<file path="src/rtl/clock_alarm_ctrl_pkg.sv">
// Shared types, limits and display helpers for the clock/alarm controller.
package clock_ctrl_pkg;

  typedef enum logic [1:0] {
    RUN_DISARMED = 2'b00,
    RUN_ARMED    = 2'b01,
    SET_TIME     = 2'b10,
    SET_ALARM    = 2'b11
  } mode_t;

  typedef enum logic [1:0] {
    IDLE    = 2'd0,
    RINGING = 2'd1,
    SNOOZE  = 2'd2
  } alarm_state_t;

  localparam int HOURS_MAX   = 23;
  localparam int MINUTES_MAX = 59;
  localparam int SECONDS_MAX = 59;

  // Active-low segments, bit6..0 = g..a; anything above 9 is blanked.
  function automatic logic [6:0] seg7_decode(input logic [3:0] d);
    logic [6:0] s;
    case (d)
      4'd0:    s = 7'b1000000;
      4'd1:    s = 7'b1111001;
      4'd2:    s = 7'b0100100;
      4'd3:    s = 7'b0110000;
      4'd4:    s = 7'b0011001;
      4'd5:    s = 7'b0010010;
      4'd6:    s = 7'b0000010;
      4'd7:    s = 7'b1111000;
      4'd8:    s = 7'b0000000;
      4'd9:    s = 7'b0010000;
      default: s = 7'b1111111;
    endcase
    return s;
  endfunction

  // Returns {tens, units} for a value below 64 by repeated subtraction.
  function automatic logic [7:0] bcd_split(input logic [5:0] v);
    logic [3:0] tens;
    logic [5:0] rem;
    tens = 4'd0;
    rem  = v;
    for (int i = 0; i < 6; i++) begin
      if (rem >= 6'd10) begin
        rem  = rem - 6'd10;
        tens = tens + 4'd1;
      end
    end
    return {tens, rem[3:0]};
  endfunction

endpackage

</file>
<file path="src/rtl/clock_alarm_ctrl_if.sv">
// Board-side pin bundle of the clock controller plus debug visibility of its FSM.
// No valid/ready handshake: keys and switches are raw asynchronous levels, all outputs are registered levels.
interface clock_alarm_ctrl_if;
  logic                        key_0_n;
  logic                        key_1_n;
  logic                        key_2_n;
  logic [1:0]                  switches;
  logic [6:0]                  hex_hours_ms;
  logic [6:0]                  hex_hours_ls;
  logic [6:0]                  hex_minutes_ms;
  logic [6:0]                  hex_minutes_ls;
  logic                        buzzer;
  clock_ctrl_pkg::alarm_state_t alarm_state;
  clock_ctrl_pkg::mode_t        mode;

  modport master (
    output key_0_n, key_1_n, key_2_n, switches,
    input  hex_hours_ms, hex_hours_ls, hex_minutes_ms, hex_minutes_ls, buzzer,
    input  alarm_state, mode
  );

  modport slave (
    input  key_0_n, key_1_n, key_2_n, switches,
    output hex_hours_ms, hex_hours_ls, hex_minutes_ms, hex_minutes_ls, buzzer,
    output alarm_state, mode
  );
endinterface

</file>
<file path="src/rtl/clock_alarm_ctrl_key_debounce.sv">
// Pushbutton conditioning: 2-flop synchronizer, stability counter, one-cycle press pulse.
module key_debounce #(
  parameter int DEBOUNCE_CYCLES = 500000
) (
  input  logic clk,
  input  logic rst_n,
  input  logic key_n,
  output logic press
);
  localparam int CW = (DEBOUNCE_CYCLES > 1) ? $clog2(DEBOUNCE_CYCLES + 1) : 1;

  logic          s1;
  logic          s2;
  logic          level;
  logic [CW-1:0] cnt;

  // level only follows s2 after DEBOUNCE_CYCLES consecutive differing samples.
  always_ff @(posedge clk or negedge rst_n) begin
    if (!rst_n) begin
      s1    <= 1'b1;
      s2    <= 1'b1;
      level <= 1'b1;
      cnt   <= '0;
      press <= 1'b0;
    end else begin
      s1    <= key_n;
      s2    <= s1;
      press <= 1'b0;
      if (s2 == level) begin
        cnt <= '0;
      end else if (cnt == CW'(DEBOUNCE_CYCLES - 1)) begin
        level <= s2;
        cnt   <= '0;
        press <= ~s2;
      end else begin
        cnt <= cnt + CW'(1);
      end
    end
  end
endmodule

</file>
<file path="src/rtl/clock_alarm_ctrl.sv">
// HH:MM:SS timekeeper with button setting, 7-segment display and alarm/snooze buzzer sequencer.
module clock_alarm_ctrl
  import clock_ctrl_pkg::*;
#(
  parameter int TICK_DIV        = 50000000,
  parameter int DEBOUNCE_CYCLES = 500000,
  parameter int BEEP_DIV        = 12500,
  parameter int RING_SECONDS    = 60,
  parameter int SNOOZE_SECONDS  = 300,
  parameter int ALARM_RST_H     = 7,
  parameter int ALARM_RST_M     = 0
) (
  input  logic                 clk_clk,
  input  logic                 reset_reset_n,
  clock_alarm_ctrl_if.slave    pins
);
  localparam int PW     = (TICK_DIV > 1) ? $clog2(TICK_DIV) : 1;
  localparam int BW     = (BEEP_DIV > 1) ? $clog2(BEEP_DIV) : 1;
  localparam int SC_MAX = (RING_SECONDS > SNOOZE_SECONDS) ? RING_SECONDS : SNOOZE_SECONDS;
  localparam int SW     = $clog2(SC_MAX + 1);

  logic          k0_ev, k1_ev, k2_ev;
  logic [1:0]    sw_s1, sw_s2;
  mode_t         mode;
  logic [PW-1:0] presc;
  logic          tick;
  logic [4:0]    hours, alarm_h, nxt_hr, disp_h;
  logic [5:0]    minutes, seconds, alarm_m, nxt_min, nxt_sec, disp_m;
  logic          alarm_hit;
  alarm_state_t  state;
  logic [SW-1:0] sec_cnt;
  logic [BW-1:0] beep_cnt;
  logic          buzzer;
  logic [7:0]    hh_bcd, mm_bcd;
  logic [6:0]    hex_h_ms, hex_h_ls, hex_m_ms, hex_m_ls;

  key_debounce #(.DEBOUNCE_CYCLES(DEBOUNCE_CYCLES)) u_key0 (
    .clk(clk_clk), .rst_n(reset_reset_n), .key_n(pins.key_0_n), .press(k0_ev));
  key_debounce #(.DEBOUNCE_CYCLES(DEBOUNCE_CYCLES)) u_key1 (
    .clk(clk_clk), .rst_n(reset_reset_n), .key_n(pins.key_1_n), .press(k1_ev));
  key_debounce #(.DEBOUNCE_CYCLES(DEBOUNCE_CYCLES)) u_key2 (
    .clk(clk_clk), .rst_n(reset_reset_n), .key_n(pins.key_2_n), .press(k2_ev));

  always_ff @(posedge clk_clk or negedge reset_reset_n) begin
    if (!reset_reset_n) begin
      sw_s1 <= 2'b00;
      sw_s2 <= 2'b00;
    end else begin
      sw_s1 <= pins.switches;
      sw_s2 <= sw_s1;
    end
  end

  assign mode = mode_t'(sw_s2);

  always_ff @(posedge clk_clk or negedge reset_reset_n) begin
    if (!reset_reset_n)                                     presc <= '0;
    else if (mode == SET_TIME || presc == PW'(TICK_DIV - 1)) presc <= '0;
    else                                                    presc <= presc + PW'(1);
  end

  assign tick = (mode != SET_TIME) && (presc == PW'(TICK_DIV - 1));

  always_comb begin
    nxt_sec = seconds + 6'd1;
    nxt_min = minutes;
    nxt_hr  = hours;
    if (seconds == 6'(SECONDS_MAX)) begin
      nxt_sec = 6'd0;
      nxt_min = minutes + 6'd1;
      if (minutes == 6'(MINUTES_MAX)) begin
        nxt_min = 6'd0;
        nxt_hr  = (hours == 5'(HOURS_MAX)) ? 5'd0 : hours + 5'd1;
      end
    end
  end

  // Wall time advances only in the RUN modes; SET_ALARM leaves it frozen.
  always_ff @(posedge clk_clk or negedge reset_reset_n) begin
    if (!reset_reset_n) begin
      hours   <= 5'd0;
      minutes <= 6'd0;
      seconds <= 6'd0;
      alarm_h <= 5'(ALARM_RST_H);
      alarm_m <= 6'(ALARM_RST_M);
    end else begin
      if (mode == SET_TIME) begin
        seconds <= 6'd0;
        if (k0_ev) hours   <= (hours == 5'(HOURS_MAX)) ? 5'd0 : hours + 5'd1;
        if (k1_ev) minutes <= (minutes == 6'(MINUTES_MAX)) ? 6'd0 : minutes + 6'd1;
      end else if ((mode == RUN_DISARMED || mode == RUN_ARMED) && tick) begin
        seconds <= nxt_sec;
        minutes <= nxt_min;
        hours   <= nxt_hr;
      end
      if (mode == SET_ALARM) begin
        if (k0_ev) alarm_h <= (alarm_h == 5'(HOURS_MAX)) ? 5'd0 : alarm_h + 5'd1;
        if (k1_ev) alarm_m <= (alarm_m == 6'(MINUTES_MAX)) ? 6'd0 : alarm_m + 6'd1;
      end
    end
  end

  assign alarm_hit = (mode == RUN_ARMED) && tick && (nxt_sec == 6'd0) &&
                     (nxt_min == alarm_m) && (nxt_hr == alarm_h);

  // Leaving RUN_ARMED overrides every other transition, including a same-cycle snooze.
  always_ff @(posedge clk_clk or negedge reset_reset_n) begin
    if (!reset_reset_n) begin
      state    <= IDLE;
      sec_cnt  <= '0;
      beep_cnt <= '0;
      buzzer   <= 1'b0;
    end else if (mode != RUN_ARMED) begin
      state    <= IDLE;
      sec_cnt  <= '0;
      beep_cnt <= '0;
      buzzer   <= 1'b0;
    end else begin
      case (state)
        IDLE: begin
          if (alarm_hit) begin
            state    <= RINGING;
            sec_cnt  <= '0;
            beep_cnt <= '0;
            buzzer   <= 1'b1;
          end
        end
        RINGING: begin
          if (k2_ev) begin
            state    <= SNOOZE;
            sec_cnt  <= '0;
            beep_cnt <= '0;
            buzzer   <= 1'b0;
          end else if (tick && sec_cnt == SW'(RING_SECONDS - 1)) begin
            state    <= IDLE;
            sec_cnt  <= '0;
            beep_cnt <= '0;
            buzzer   <= 1'b0;
          end else begin
            if (tick) sec_cnt <= sec_cnt + SW'(1);
            if (beep_cnt == BW'(BEEP_DIV - 1)) begin
              beep_cnt <= '0;
              buzzer   <= ~buzzer;
            end else begin
              beep_cnt <= beep_cnt + BW'(1);
            end
          end
        end
        SNOOZE: begin
          if (tick) begin
            if (sec_cnt == SW'(SNOOZE_SECONDS - 1)) begin
              state    <= RINGING;
              sec_cnt  <= '0;
              beep_cnt <= '0;
              buzzer   <= 1'b1;
            end else begin
              sec_cnt <= sec_cnt + SW'(1);
            end
          end
        end
        default: begin
          state  <= IDLE;
          buzzer <= 1'b0;
        end
      endcase
    end
  end

  assign disp_h = (mode == SET_ALARM) ? alarm_h : hours;
  assign disp_m = (mode == SET_ALARM) ? alarm_m : minutes;
  assign hh_bcd = bcd_split({1'b0, disp_h});
  assign mm_bcd = bcd_split(disp_m);

  always_ff @(posedge clk_clk or negedge reset_reset_n) begin
    if (!reset_reset_n) begin
      hex_h_ms <= 7'b1000000;
      hex_h_ls <= 7'b1000000;
      hex_m_ms <= 7'b1000000;
      hex_m_ls <= 7'b1000000;
    end else begin
      hex_h_ms <= seg7_decode(hh_bcd[7:4]);
      hex_h_ls <= seg7_decode(hh_bcd[3:0]);
      hex_m_ms <= seg7_decode(mm_bcd[7:4]);
      hex_m_ls <= seg7_decode(mm_bcd[3:0]);
    end
  end

  assign pins.hex_hours_ms   = hex_h_ms;
  assign pins.hex_hours_ls   = hex_h_ls;
  assign pins.hex_minutes_ms = hex_m_ms;
  assign pins.hex_minutes_ls = hex_m_ls;
  assign pins.buzzer         = buzzer;
  assign pins.alarm_state    = state;
  assign pins.mode           = mode;
endmodule
</file>
<file path="src/flat_wrapper.sv">
// flat-port wrapper written by rule: the top's interface ports become plain ports
module clock_alarm_ctrl_flat import clock_ctrl_pkg::*;
#(
  parameter int TICK_DIV        = 50000000,
  parameter int DEBOUNCE_CYCLES = 500000,
  parameter int BEEP_DIV        = 12500,
  parameter int RING_SECONDS    = 60,
  parameter int SNOOZE_SECONDS  = 300,
  parameter int ALARM_RST_H     = 7,
  parameter int ALARM_RST_M     = 0
)
  (clk_clk, reset_reset_n, pins_key_0_n, pins_key_1_n, pins_key_2_n, pins_switches, pins_hex_hours_ms, pins_hex_hours_ls, pins_hex_minutes_ms, pins_hex_minutes_ls, pins_buzzer, pins_alarm_state, pins_mode);
  clock_alarm_ctrl_if pins_i ();
  input  logic clk_clk;
  input  logic reset_reset_n;
  input wire logic [$bits(pins_i.key_0_n)-1:0] pins_key_0_n;
  input wire logic [$bits(pins_i.key_1_n)-1:0] pins_key_1_n;
  input wire logic [$bits(pins_i.key_2_n)-1:0] pins_key_2_n;
  input wire logic [$bits(pins_i.switches)-1:0] pins_switches;
  output wire logic [$bits(pins_i.hex_hours_ms)-1:0] pins_hex_hours_ms;
  output wire logic [$bits(pins_i.hex_hours_ls)-1:0] pins_hex_hours_ls;
  output wire logic [$bits(pins_i.hex_minutes_ms)-1:0] pins_hex_minutes_ms;
  output wire logic [$bits(pins_i.hex_minutes_ls)-1:0] pins_hex_minutes_ls;
  output wire logic [$bits(pins_i.buzzer)-1:0] pins_buzzer;
  output wire logic [$bits(pins_i.alarm_state)-1:0] pins_alarm_state;
  output wire logic [$bits(pins_i.mode)-1:0] pins_mode;
  assign pins_i.key_0_n = pins_key_0_n;
  assign pins_i.key_1_n = pins_key_1_n;
  assign pins_i.key_2_n = pins_key_2_n;
  assign pins_i.switches = pins_switches;
  assign pins_hex_hours_ms = pins_i.hex_hours_ms;
  assign pins_hex_hours_ls = pins_i.hex_hours_ls;
  assign pins_hex_minutes_ms = pins_i.hex_minutes_ms;
  assign pins_hex_minutes_ls = pins_i.hex_minutes_ls;
  assign pins_buzzer = pins_i.buzzer;
  assign pins_alarm_state = pins_i.alarm_state;
  assign pins_mode = pins_i.mode;
  clock_alarm_ctrl #(.TICK_DIV(TICK_DIV), .DEBOUNCE_CYCLES(DEBOUNCE_CYCLES), .BEEP_DIV(BEEP_DIV), .RING_SECONDS(RING_SECONDS), .SNOOZE_SECONDS(SNOOZE_SECONDS), .ALARM_RST_H(ALARM_RST_H), .ALARM_RST_M(ALARM_RST_M)) u_core (.clk_clk(clk_clk), .reset_reset_n(reset_reset_n), .pins(pins_i));
endmodule
</file>
<file path="config.mk">
export PLATFORM = sky130hd
export DESIGN_NAME = clock_alarm_ctrl_flat
export DESIGN_NICKNAME = d
export VERILOG_FILES = /design/src/rtl/clock_alarm_ctrl_pkg.sv /design/src/rtl/clock_alarm_ctrl_if.sv /design/src/rtl/clock_alarm_ctrl_key_debounce.sv /design/src/rtl/clock_alarm_ctrl.sv /design/src/flat_wrapper.sv
export SDC_FILE = /design/constraint.sdc
export NUM_CORES = 1
export LEC_CHECK = 0
export CORE_UTILIZATION = 57
export CTS_CLUSTER_SIZE = 20
export DETAILED_ROUTE_END_ITERATION = 16
export GPL_TIMING_DRIVEN = 0
export PLACE_DENSITY = 0.79
export SLEW_MARGIN = 25
export SYNTH_ARGS = -nofsm -noshare
export SYNTH_HDL_FRONTEND = slang
export SYNTH_SLANG_ARGS = --single-unit
</file>
<file path="constraint.sdc">
create_clock -name clk_clk -period 12.5 [get_ports clk_clk]
set_clock_uncertainty 0.2 [all_clocks]
set_input_delay 1.25 -clock clk_clk [delete_from_list [all_inputs] [get_ports clk_clk]]
set_output_delay 1.25 -clock clk_clk [all_outputs]
set_load 0.05 [all_outputs]
</file>
# Yosys cells after proc, flatten, opt, wreduce, memory -nomap -nowiden
# Memories as Yosys holds them, arrays and structs flattened. A register that Yosys moved wholly into a read port is not among the register bits.
# Cells that the tools add are included.
# Widths: inputs -> output; s select.
# classes
eq_ne	32
n_bitwise	7
n_addsub	33
n_reduce_logical	29
order_cmp	12
mux	86
# op_table
cell	count
$mux 6	20
$mux 19	6
$mux 14	7
$ge 6x4->1 const B	11
$mux 9	7
$add 19x1->19 const B	3
$eq 19x19->1 const B	3
$sub 6x4->6 const B	9
$mux 4	12
$pmux 14 s3	1
$mux 5	8
$add 4x1->4 const B	8
$pmux 9 s3	1
$add 26x1->26 const B	1
$eq 26x26->1 const B	1
$mux 26	1
$add 6x1->6 const B	3
$eq 6x6->1 const B	3
$reduce_and 4->1	4
$mux 1	15
$add 14x1->14 const B	1
$eq 14x14->1 const B	1
$reduce_and 2->1	7
$mux 2	6
29 further kinds	60
# totals
in_bits	7
memories	4
wordCells	230
romBits	448
ff_bits	153
# mem_list
name	depth	width	rd	rd_ports_with_merged_regs	wr	line	source
(name not given)	16	7	1	1	0	clock_alarm_ctrl_pkg.sv:24	case (d)
(name not given)	16	7	1	1	0	clock_alarm_ctrl_pkg.sv:24	
(name not given)	16	7	1	1	0	clock_alarm_ctrl_pkg.sv:24	
(name not given)	16	7	1	1	0	clock_alarm_ctrl_pkg.sv:24	

# Depth between registers and ports, before layout
# Gate-level depths: netlist (run 1).
# depth
depth_word	14
ltp_mapped	31
depth_no_buf	28

# By module
# From an unflattened synthesis (run 1), not the netlist that was laid out.
# hier_totals
hier_cells	1280
area_unflattened_um2	11781.3
# modules_own_cells
module	instances	cells_per_inst	area_each_um2
clock_alarm_ctrl	1	952	8400.6
key_debounce at u_core.u_key0 ...	2	110	1122.3
key_debounce at u_core.u_key2	1	108	1136.1

# Worst setup path after synthesis (run 1)
# No wires, ideal clock.
# synth_timing
path_type	register to register
start	register u_core.sw_s2[1], in the netlist u_core.pins.mode[1]
end	register u_core.hex_h_ms[3], in the netlist u_core.pins.hex_hours_ms[3]
t_required_ns	12.181
arrival_time_ns	6.257
setup_slack_ns	5.924
path_buffers	3
path_stages_with_launch	32
synth_period_minus_slack_ns	6.576
setup_time_ns	0.119
path_cell_list	dfrtp_1 > buf_6 > buf_8 > nand2_8 > buf_4 > mux2i_1 > ha_1 > o211ai_1 > a211o_1 > nand2_4 > inv_1 > ha_1 > nand2_1 > o41ai_1 > ha_1 > nand2_1 > a2111o_1 > o211ai_2 > nor2_1 > xnor2_1 > ha_1 > o31ai_1 > nand2_1 > ha_1 > a211oi_1 > a31oi_1 > ha_1 > mux2i_1 > inv_1 > ha_1 > o21ai_0 > o21a_1
# synth_between
elab_chain_len	14
elab_cells_between_ends	29
cone_classes	add/sub (10); order compare (6); eq/ne (1); mux (12)
# synth_lines
element	line	source
from (decl)	clock_alarm_ctrl.sv:23	logic [1:0] sw_s1, sw_s2;
from (signal assigned)	clock_alarm_ctrl.sv:50	sw_s2 <= sw_s1;
$eq 2x2->1 *	clock_alarm_ctrl.sv:169	assign disp_h = (mode == SET_ALARM) ? alarm_h : hours;
$mux 5 *	clock_alarm_ctrl.sv:169	
$sub 5x4->6 or $ge 5x4->1 (tied branches)	clock_alarm_ctrl_pkg.sv:48, clock_alarm_ctrl_pkg.sv:47	
$mux 6 or $mux 1 (tied branches)	clock_alarm_ctrl_pkg.sv:47	if (rem >= 6'd10) begin
$sub 6x4->6 (tied with other cells)	clock_alarm_ctrl_pkg.sv:48	rem = rem - 6'd10;
$mux 6 or $mux 4 (tied branches)	clock_alarm_ctrl_pkg.sv:47	
$sub 6x4->6 (tied with other cells)	clock_alarm_ctrl_pkg.sv:48	
$mux 6 or $mux 4 (tied branches)	clock_alarm_ctrl_pkg.sv:47	
$sub 6x4->6 (tied with other cells)	clock_alarm_ctrl_pkg.sv:48	
$mux 6 or $mux 4 (tied branches)	clock_alarm_ctrl_pkg.sv:47	
$sub 6x4->6 (tied with other cells)	clock_alarm_ctrl_pkg.sv:48	
$mux 6 or $mux 4 (tied branches)	clock_alarm_ctrl_pkg.sv:47	
$ge 6x4->1 or $add 4x1->4 (tied branches)	clock_alarm_ctrl_pkg.sv:47, clock_alarm_ctrl_pkg.sv:49	
$mux 4 *	clock_alarm_ctrl_pkg.sv:47	
to (decl)	clock_alarm_ctrl.sv:35	logic [6:0] hex_h_ms, hex_h_ls, hex_m_ms, hex_m_ls;
# Every way passes the cells marked *; elsewhere a longest branch is shown, timed or not.
# A chain may end at the register's enable or synchronous reset.

# Final worst setup path (run 1)
# Ends and elaborated chain as after synthesis.

==> results of run 1 <==
## how the worst max path moves through the flow
stage                                            endpoint                     startpoint
finish              u_core.pins.hex_hours_ms[3]$_DFF_PN0_  u_core.pins.mode[1]$_DFF_PN0_
global route        u_core.pins.hex_hours_ms[3]$_DFF_PN0_  u_core.pins.mode[1]$_DFF_PN0_
CTS                 u_core.pins.hex_hours_ms[3]$_DFF_PN0_  u_core.pins.mode[1]$_DFF_PN0_
detailed placement  u_core.pins.hex_hours_ms[3]$_DFF_PN0_  u_core.pins.mode[1]$_DFF_PN0_
global placement    u_core.pins.hex_hours_ms[2]$_DFF_PN0_                  reset_reset_n
floorplan           u_core.pins.hex_hours_ms[3]$_DFF_PN0_  u_core.pins.mode[1]$_DFF_PN0_
## per-layer routing
| layer | vias up | track usage, % |
|---|---|---|
| met5 | - | 0 |
| met4 | 0 | 8.333 |
| met3 | 38 | 3.500 |
| met2 | 213 | 40.28 |
| met1 | 4717 | 31.82 |
| li1 | 4842 | - |
## worst max-delay path, delay by kind of cell, from the launching register on
kind | cells | cell delay (ns)
buf+inv | 5 | 0.72
fa+ha+maj | 7 | 2.05
simple gates | 6 | 0.69
xor+xnor | 1 | 0.43
mux | 2 | 0.61
flops | 1 | 0.46
compound gates | 10 | 2.04
## kinds of logic (layout without fill, tap and decap cells)
group | Yosys count | after routing | synth area share [%]
buffers and inverters | 94 | 167 | 3.471
xor gates and xnor gates | 113 | 113 | 8.493
muxes | 42 | 42 | 3.817
DFF | 181 | 181 | 38.13
AOI/OAI and AO/OA | 299 | 299 | 18.29
adders and majority gates | 45 | 45 | 4.718
and+or+nand+nor | 542 | 542 | 23.09
## per-stage QoR
stage                     hold slack (ns)  utilization, %
after floorplan                    0.1312               -
after global placement             0.1339           62.17
after detailed placement           0.1403           62.47
after CTS                          0.1575           65.42
after global routing               0.1662           65.42
final                              0.1583           65.42
## final cells by class
class / count / area, sq um
fillers: 1599 / 7042
multi-input cells: 1041 / 6969
flip-flops and latches: 181 / 4549
repair buffers: 41 / 450.4
clock buffers: 19 / 442.9
well taps: 270 / 337.8
plain buffers: 46 / 234.0
inverters: 48 / 180.2
clock inverters: 13 / 158.9
## flip-flops by register name (all words and copies together), names as in the netlist, 9 cells and up
register,cells
u_core.presc,26
u_core.sec_cnt,9
u_core.u_key1.cnt,19
u_core.u_key2.cnt,19
u_core.u_key0.cnt,19
u_core.beep_cnt,14
## placed cells by master (no fill, tap or decap), drive strengths merged, types with 21 or more instances in the layout
cell type      instances
inv                   57
xnor2                 61
mux2i                 23
xor2                  51
nand4                 31
nand2b                21
clkbuf                50
o21ai                 93
nand2                110
ha                    45
nor2                 152
nand3                 78
dfrtp                165
a21oi                 58
nor3                  25
and3                  36
clkdlybuf4s50         38
o31ai                 23
## where the power goes
group	internal, mW	switching, mW
sequential	0.598	0.00982
clock	0.293	0.259
combinational	0.0323	0.0608
==> results.txt, run 1 <==
The pin slew with the least headroom to its limit is between 0.9 and 1 ns. The total power consumption of the routed design came out at 1.253 mW. The largest total area in the synthesized netlist belongs to dfrtp_1. The finished cells cover 0.01332 sq mm.

STA classifies the critical path startpoint as a flip-flop. The total power per unit cell area is 94.01 mW/mm^2. The worst setup slack after layout came out at between 5 and 6 ns.

The clock-pin slew reported for the worst setup and hold paths after clock tree synthesis came out at 0.08 ns. The number of global-route vias before repair is 9436. The number of DRC markers after the initial detailed-route iteration came out at 600. For this design, the CTS-stage hold fixing added 0 buffers. Using the TritonRoute via totals, the vias-per-cell ratio works out to ~5.9. Summed over all nets, the half-perimeter wirelength after detailed placement is between 15000 and 20000 um. By instance count, the leading cell after synthesis is dfrtp_1. The routed layout has about 9800 vias.

The maximum number of buffers from clock root to sink came out at 2. A synthesized cell averages 9.067 sq um. The floorplan die height is 146.7 um. By count the netlist is led by dfrtp_1 (165), nor2_1 (151), nand2_1 (108). The startpoint of the lowest-slack register-to-register path is u_core.pins.mode[1]$_DFF_PN0_. The number of nets handed over by synthesis was 1368. The instance area after placement came out at about 0.013 sq mm. The number of clock buffers inserted by TritonCTS came out at 17. The relative slew slack is 35.35%. STA puts the critical path data required time at 12.63 ns.

Among all flip-flop cells after synthesis, the most frequent one is dfrtp_1. The total global routing track utilization is 24.06%. Once the clock tree was built, the resizer swapped 0 gates to a different size. The kind of path behind the tightest hold check is flip-flop to flip-flop. The initial antenna violation count came out at 0.

The H-tree was split into 4 levels. The arrival time at the worst endpoint is 7.47 ns. The placer's final routability congestion estimate came out at 0.9024. The total area inside the core boundary comes to approximately 0.020 sq mm.

The number of cells on the worst hold path is 0. TritonCTS built the clock tree. Wire segments on met2 add up to 11840 um in the final route. The fraction of layout cells with a size suffix above 1 came out at 10.58%. The hold violation total from the final report came out at 0. The slack of the worst reg-to-reg path is 5.17 ns.

The final setup violation count came out at 0. Entering global routing, the biggest net connects 78 pins. The critical path is of the flip-flop to flip-flop type. The remaining global-route overflow is 0. The pre-CTS setup slack came out at 5.294 ns. The routed wire length came out at about 25000 um. The number of non-filler instances in the completed layout is about 1700. By area the synthesized netlist is led by dfrtp_1 (35%), nor2_1 (4.7%), ha_1 (4.7%). The path depth of the worst reg2reg path came out at 31. In this run the worst path has a maximum fanout of 10. The post-route DRC violation count came out at 0. The leakage power came out at about 5.8 nW. Once the clock tree was built, the setup fixing pass inserted 0 buffers.

The total of warnings raised by yosys is 0. The area enclosed by the die boundary came out at between 0.02 and 0.025 sq mm. The starting density of the core is 58.60%. The total number of nets in the final design is 1428. The diode insertion count for antenna repair came out at 0. The signed area change from the synthesized netlist to the final layout came out at 11.65%. Measured along the x axis, the die boundary spans around 150 um.

The worst min-delay path endpoint is u_core.u_key1.s2$_DFF_PN1_. Summing every instance area after synthesis gives about 0.012 sq mm. The count of nets left with antenna violations once routing finished came out at 0. Across the run, the number of max-cap violations was 0. The count of flip-flops with a built-in enable after synthesis is 0. Counting flops and latches in the post-synthesis netlist gives 181. CTS saw 181 sinks.

The flow ran to the end, and the final reports show no timing, DRC or antenna violations. The post-synthesis sequential area ratio came out at between 30% and 40%. The tree is rooted in a clkbuf_16. The number of distinct library cell variants in the gate-level netlist after synthesis came out at 108.

The startpoint identified for the worst hold timing path is u_core.u_key1.s1$_DFF_PN1_. The sum of negative setup slack is 0 ns. The upper clock frequency limit is between 100 and 150 MHz. The worst register-to-register path ends at u_core.pins.hex_hours_ms[3]$_DFF_PN0_. Of all flip-flops after synthesis, the portion carrying an async set or reset was 100.0%. The worst setup path is captured at a flip-flop. For this block, wires on met1 add up to 11760 um. The clock period minus final worst setup slack is 7.334 ns. The number of max-slew violations in the final report came out at 0. The routed wire length on met3 is 770 um.

The post-route fraction of the period consumed by the critical path is 58.67%. The number of placed instances, taps included came out at 1627. The count of mapped cells out of synthesis is around 1300.

The top layer used by detailed routing is met4. The first detailed-routing pass ran for 5 iterations. Row generation in the floorplan step produced 52 rows.

The detailed-route wire length per cell came out at 14.95 um. The clock latency at the later pin of the worst-skew pair is 0.44 ns. The wire length of the first global-routing pass came out at 43280 um. IR analysis of the VDD net gives a maximum drop of between 0.09 and 0.1 mV.

Counting stages on the worst path, the most repeated cell is ha_1. Pin placement for this block handled 40 I/O pins. Setup repair after global routing left no endpoint under its margin. Buffers placed on the I/O ports in this run total 39. For this run, the slowest stage of the critical path takes ~0.46 ns.

The slowest stage of the critical path belongs to the cell dfrtp_1. The proportion of netlist area held by the largest area contributor is 34.60%.
Power figures use the tool's default switching activity.
==> run 2: changes to the inputs <==
==> constraint.sdc (replaced) <==
create_clock -name clk_clk -period 7.35 [get_ports clk_clk]
set_clock_uncertainty 0.2 [all_clocks]
set_input_delay 0.735 -clock clk_clk [delete_from_list [all_inputs] [get_ports clk_clk]]
set_output_delay 0.735 -clock clk_clk [all_outputs]
set_load 0.05 [all_outputs]
==> run 2 against run 1 <==
Fmax rose by 5.7%. Sequential power increased by 69%. Clock-buffer cell count is the same. Sequential cell count unchanged. Largest cell class unchanged. Worst hold slack worse by 0.00089 ns. First-iteration DRC count shrank 7.7%. Clock power rose by 70%.
==> results.txt, run 2 (synthesis gave the netlist of run 1 again) <==
The run finished with clean final reports. The pin slew with the least headroom to its limit is 1.006 ns (+0.04540 ns). The hold violation total from the final report is 0 (unchanged). The count of filler cells inserted in the layout is 1592 (-0.44%). The worst register-to-register path ends at u_core.pins.hex_hours_ms[3]$_DFF_PN0_. The maximum number of pins on one net before global-route repair came out at 78 (unchanged). The min-delay analysis places its worst path in the category flip-flop to flip-flop. The path depth of the worst reg2reg path is 32 (+3.2%). The relative slew slack came out at 32.30% (-3.1 points). The sequential standard cell area is 0.004549 sq mm (unchanged).

The number of buffer and inverter stages on the critical path is 6 (+1). The placer's final routability congestion estimate was 0.9024 (unchanged). The starting density of the core was 58.60% (unchanged). The startpoint identified for the worst hold timing path is u_core.u_key1.s1$_DFF_PN1_. The TritonCTS clock tree is yes. The required time of the critical path is 7.48 ns (-5.15 ns). The largest vdd supply drop came to 0.1573 mV (+71%). The clock-pin slew reported for the worst setup and hold paths after clock tree synthesis is 0.08 ns (about the same). The area enclosed by the die boundary came out at 0.02152 sq mm (unchanged).

The startpoint of the lowest-slack register-to-register path is u_core.pins.mode[1]$_DFF_PN0_. The fraction of layout cells with a size suffix above 1 came to 11.12% (+0.54 points). The most common cell after layout, fill and taps aside is dfrtp_1. The family with the most delay on the worst path is adder cells. The clock net sink count is 181 (unchanged). The number of H-tree levels was 4 (unchanged). The remaining global-route overflow was 0 (unchanged).

The detailed-placement wirelength estimate came out at 17650 um (unchanged). The diode insertion count for antenna repair came out at 0 (unchanged). The I/O pin total came to 40 (unchanged). The worst hold slack is 0.1574 ns (-0.0008930 ns). The number of DRC markers after the initial detailed-route iteration came out at 554 (-7.7%). STA classifies the critical path endpoint as a flip-flop. The routed wire length on met3 came to 738 um (-4.2%).

The number of max-slew violations in the final report is 0 (unchanged). The final design instance area without fill is 0.01338 sq mm (+0.44%). The initial antenna violation count is 0 (unchanged).

The startpoint-to-endpoint class of the critical path is flip-flop to flip-flop. The top layer used by detailed routing is met4. The total power per unit cell area is 159.3 mW/mm^2 (+69%). The most used cell along the critical path is ha_1. The number of rows in the core area came out at 52 (unchanged). The leakage power was 5.788 nW (+0.48%). The floorplan die height is 146.7 um (unchanged). The library cells used most frequently in the layout, excluding fill and tap cells, are dfrtp_1 (165), nor2_1 (151), nand2_1 (108). The total iterations of the first detailed-routing run is 5 (unchanged). The routed length on met2 came to 11890 um (+0.43%). The max-cap check violation count is 0 (unchanged). The post-route antenna net violation count came out at 0 (unchanged). The total number of nets in the final design came out at 1433 (+0.35%). The worst setup slack after layout came out at 0.4106 ns (-4.756 ns). The core footprint is 0.02036 sq mm (unchanged). The worst min-delay path endpoint is u_core.u_key1.s2$_DFF_PN1_. The origin of the worst setup path is u_core.pins.mode[1]$_DFF_PN0_. The wire length on met1 was 11850 um (+0.81%).

The number of clock buffers inserted by TritonCTS is 17 (unchanged). The largest incremental delay on the critical path is 0.46 ns (about the same). The detailed-route wire length per cell came out at 14.98 um (+0.23%). The detail-routed via count per cell is 5.883 (-0.51%). The critical path launch point type is a flip-flop. The combined area of the multi-input logic cells was 0.006988 sq mm (+0.27%).

The number of non-filler instances in the completed layout came to 1664 (+0.30%). The number of global-route vias before repair came out at 9439 (+0.032%). The clock latency at the later pin of the worst-skew pair was 0.44 ns (about the same). The total of buffers placed on input and output ports is 39 (unchanged). The total global routing track utilization is 24.07% (about the same).

The wire length of the first global-routing pass came out at 43290 um (about the same). The total via count in the routed design came out at 9789 (-0.21%). The flip-flop count of the largest register, all copies and words added was 26 (unchanged).

The maximum number of buffers from clock root to sink came to 2 (unchanged). The instance area after placement is 0.01272 sq mm (unchanged). The maximum fanout along the worst path came out at 10 (unchanged). The arrival time at the worst endpoint came out at 7.07 ns (-0.40 ns). The number of placed instances, taps included came out at 1627 (unchanged). CTS placed an instance of clkbuf_16 at the clock tree root. The clock period minus final worst setup slack is 6.939 ns (-0.3943 ns). The number of cells on the worst hold path is 0 (unchanged). The upper clock frequency limit was 144.1 MHz (+5.7%).

The die outline width was 146.7 um (unchanged). Among all stages on the critical path, the largest delay is contributed by dfrtp_1. The register with the most flip-flops is u_core.presc.

The final setup violation count is 0 (unchanged). The slack of the worst reg-to-reg path is 0.41 ns (-4.76 ns). Relative to the synthesized area, the layout overhead comes to 12.14%. The post-route DRC violation count is 0 (unchanged). The pre-CTS setup slack came out at 0.1439 ns (-5.150 ns). The post-route fraction of the period consumed by the critical path came out at 94.41% (+36 points).

The routed wire length came to 24930 um (+0.53%).
[run 2: layout make-up]
class                   count  area share (%)
multi-input cells        1041           52.22
repair buffers             46           3.665
inverters                  48           1.346
clock buffers              19           3.310
flip-flops and latches    181           34.00
plain buffers              46           1.748
well taps                 270           2.525
clock inverters            13           1.187
[run 2: per-stage QoR]
step	power (mW)	util (%)	setup TNS, ns
floorplan	1.151	-	0
global placement	1.205	62.17	-327.23
detailed placement	1.212	62.47	0
CTS	2.153	65.47	0
global route	2.205	65.71	-0.001147
finish	2.131	65.71	0
[run 2: worst reg2reg max path, delay by kind of cell, from the launching register on]
family | cells | cell delay, ns
compound gates | 10 | 1.79
xor+xnor | 1 | 0.18
fa+ha+maj | 7 | 2.02
buf+inv | 6 | 0.93
flops | 1 | 0.46
mux | 2 | 0.54
simple gates | 6 | 0.71
[run 2: metal layers]
metal	track usage, %	vias up
li1	-	4854
met3	3.500	36
met2	40.28	191
met1	31.84	4708
met5	0	-
met4	8.333	0
[run 2: worst max-delay path by stage]
stage / slack (ns) / cells after the start / endpoint
2_1_floorplan: 0.77 / 31 / u_core.pins.hex_hours_ms[3]$_DFF_PN0_
3_3_place_gp: -2.00 / 1 / u_core.pins.hex_hours_ms[2]$_DFF_PN0_
3_5_place_dp: 0.14 / 31 / u_core.pins.hex_hours_ms[3]$_DFF_PN0_
5_1_grt: -0.001 / 32 / u_core.pins.hex_hours_ms[3]$_DFF_PN0_
6_report: 0.41 / 32 / u_core.pins.hex_hours_ms[3]$_DFF_PN0_
4_1_cts: 0.09 / 31 / u_core.pins.hex_hours_ms[3]$_DFF_PN0_
[run 2: power by group]
part	total [mW]	internal (mW)	switching, mW
Sequential	1.03	1.02	0.0167
Combinational	0.159	0.0553	0.104
Clock	0.938	0.498	0.440
[run 2: what timing repair did]
item,CTS,global route
buffers inserted,0,4
endpoints found under the setup margin,0,13
hold buffers,1,0
endpoints found under the hold margin,37,0
gates resized for setup,0,4
==> run 3: changes to the inputs <==
--- a/config.mk
+++ b/config.mk
@@ -5,6 +5,7 @@
 export SDC_FILE = /design/constraint.sdc
 export NUM_CORES = 1
 export LEC_CHECK = 0
+export CAP_MARGIN = 20
 export CORE_UTILIZATION = 57
 export CTS_CLUSTER_SIZE = 20
 export DETAILED_ROUTE_END_ITERATION = 16
==> results of run 3 <==
The final DEF is identical to that of run 2; final timing and power are the same.
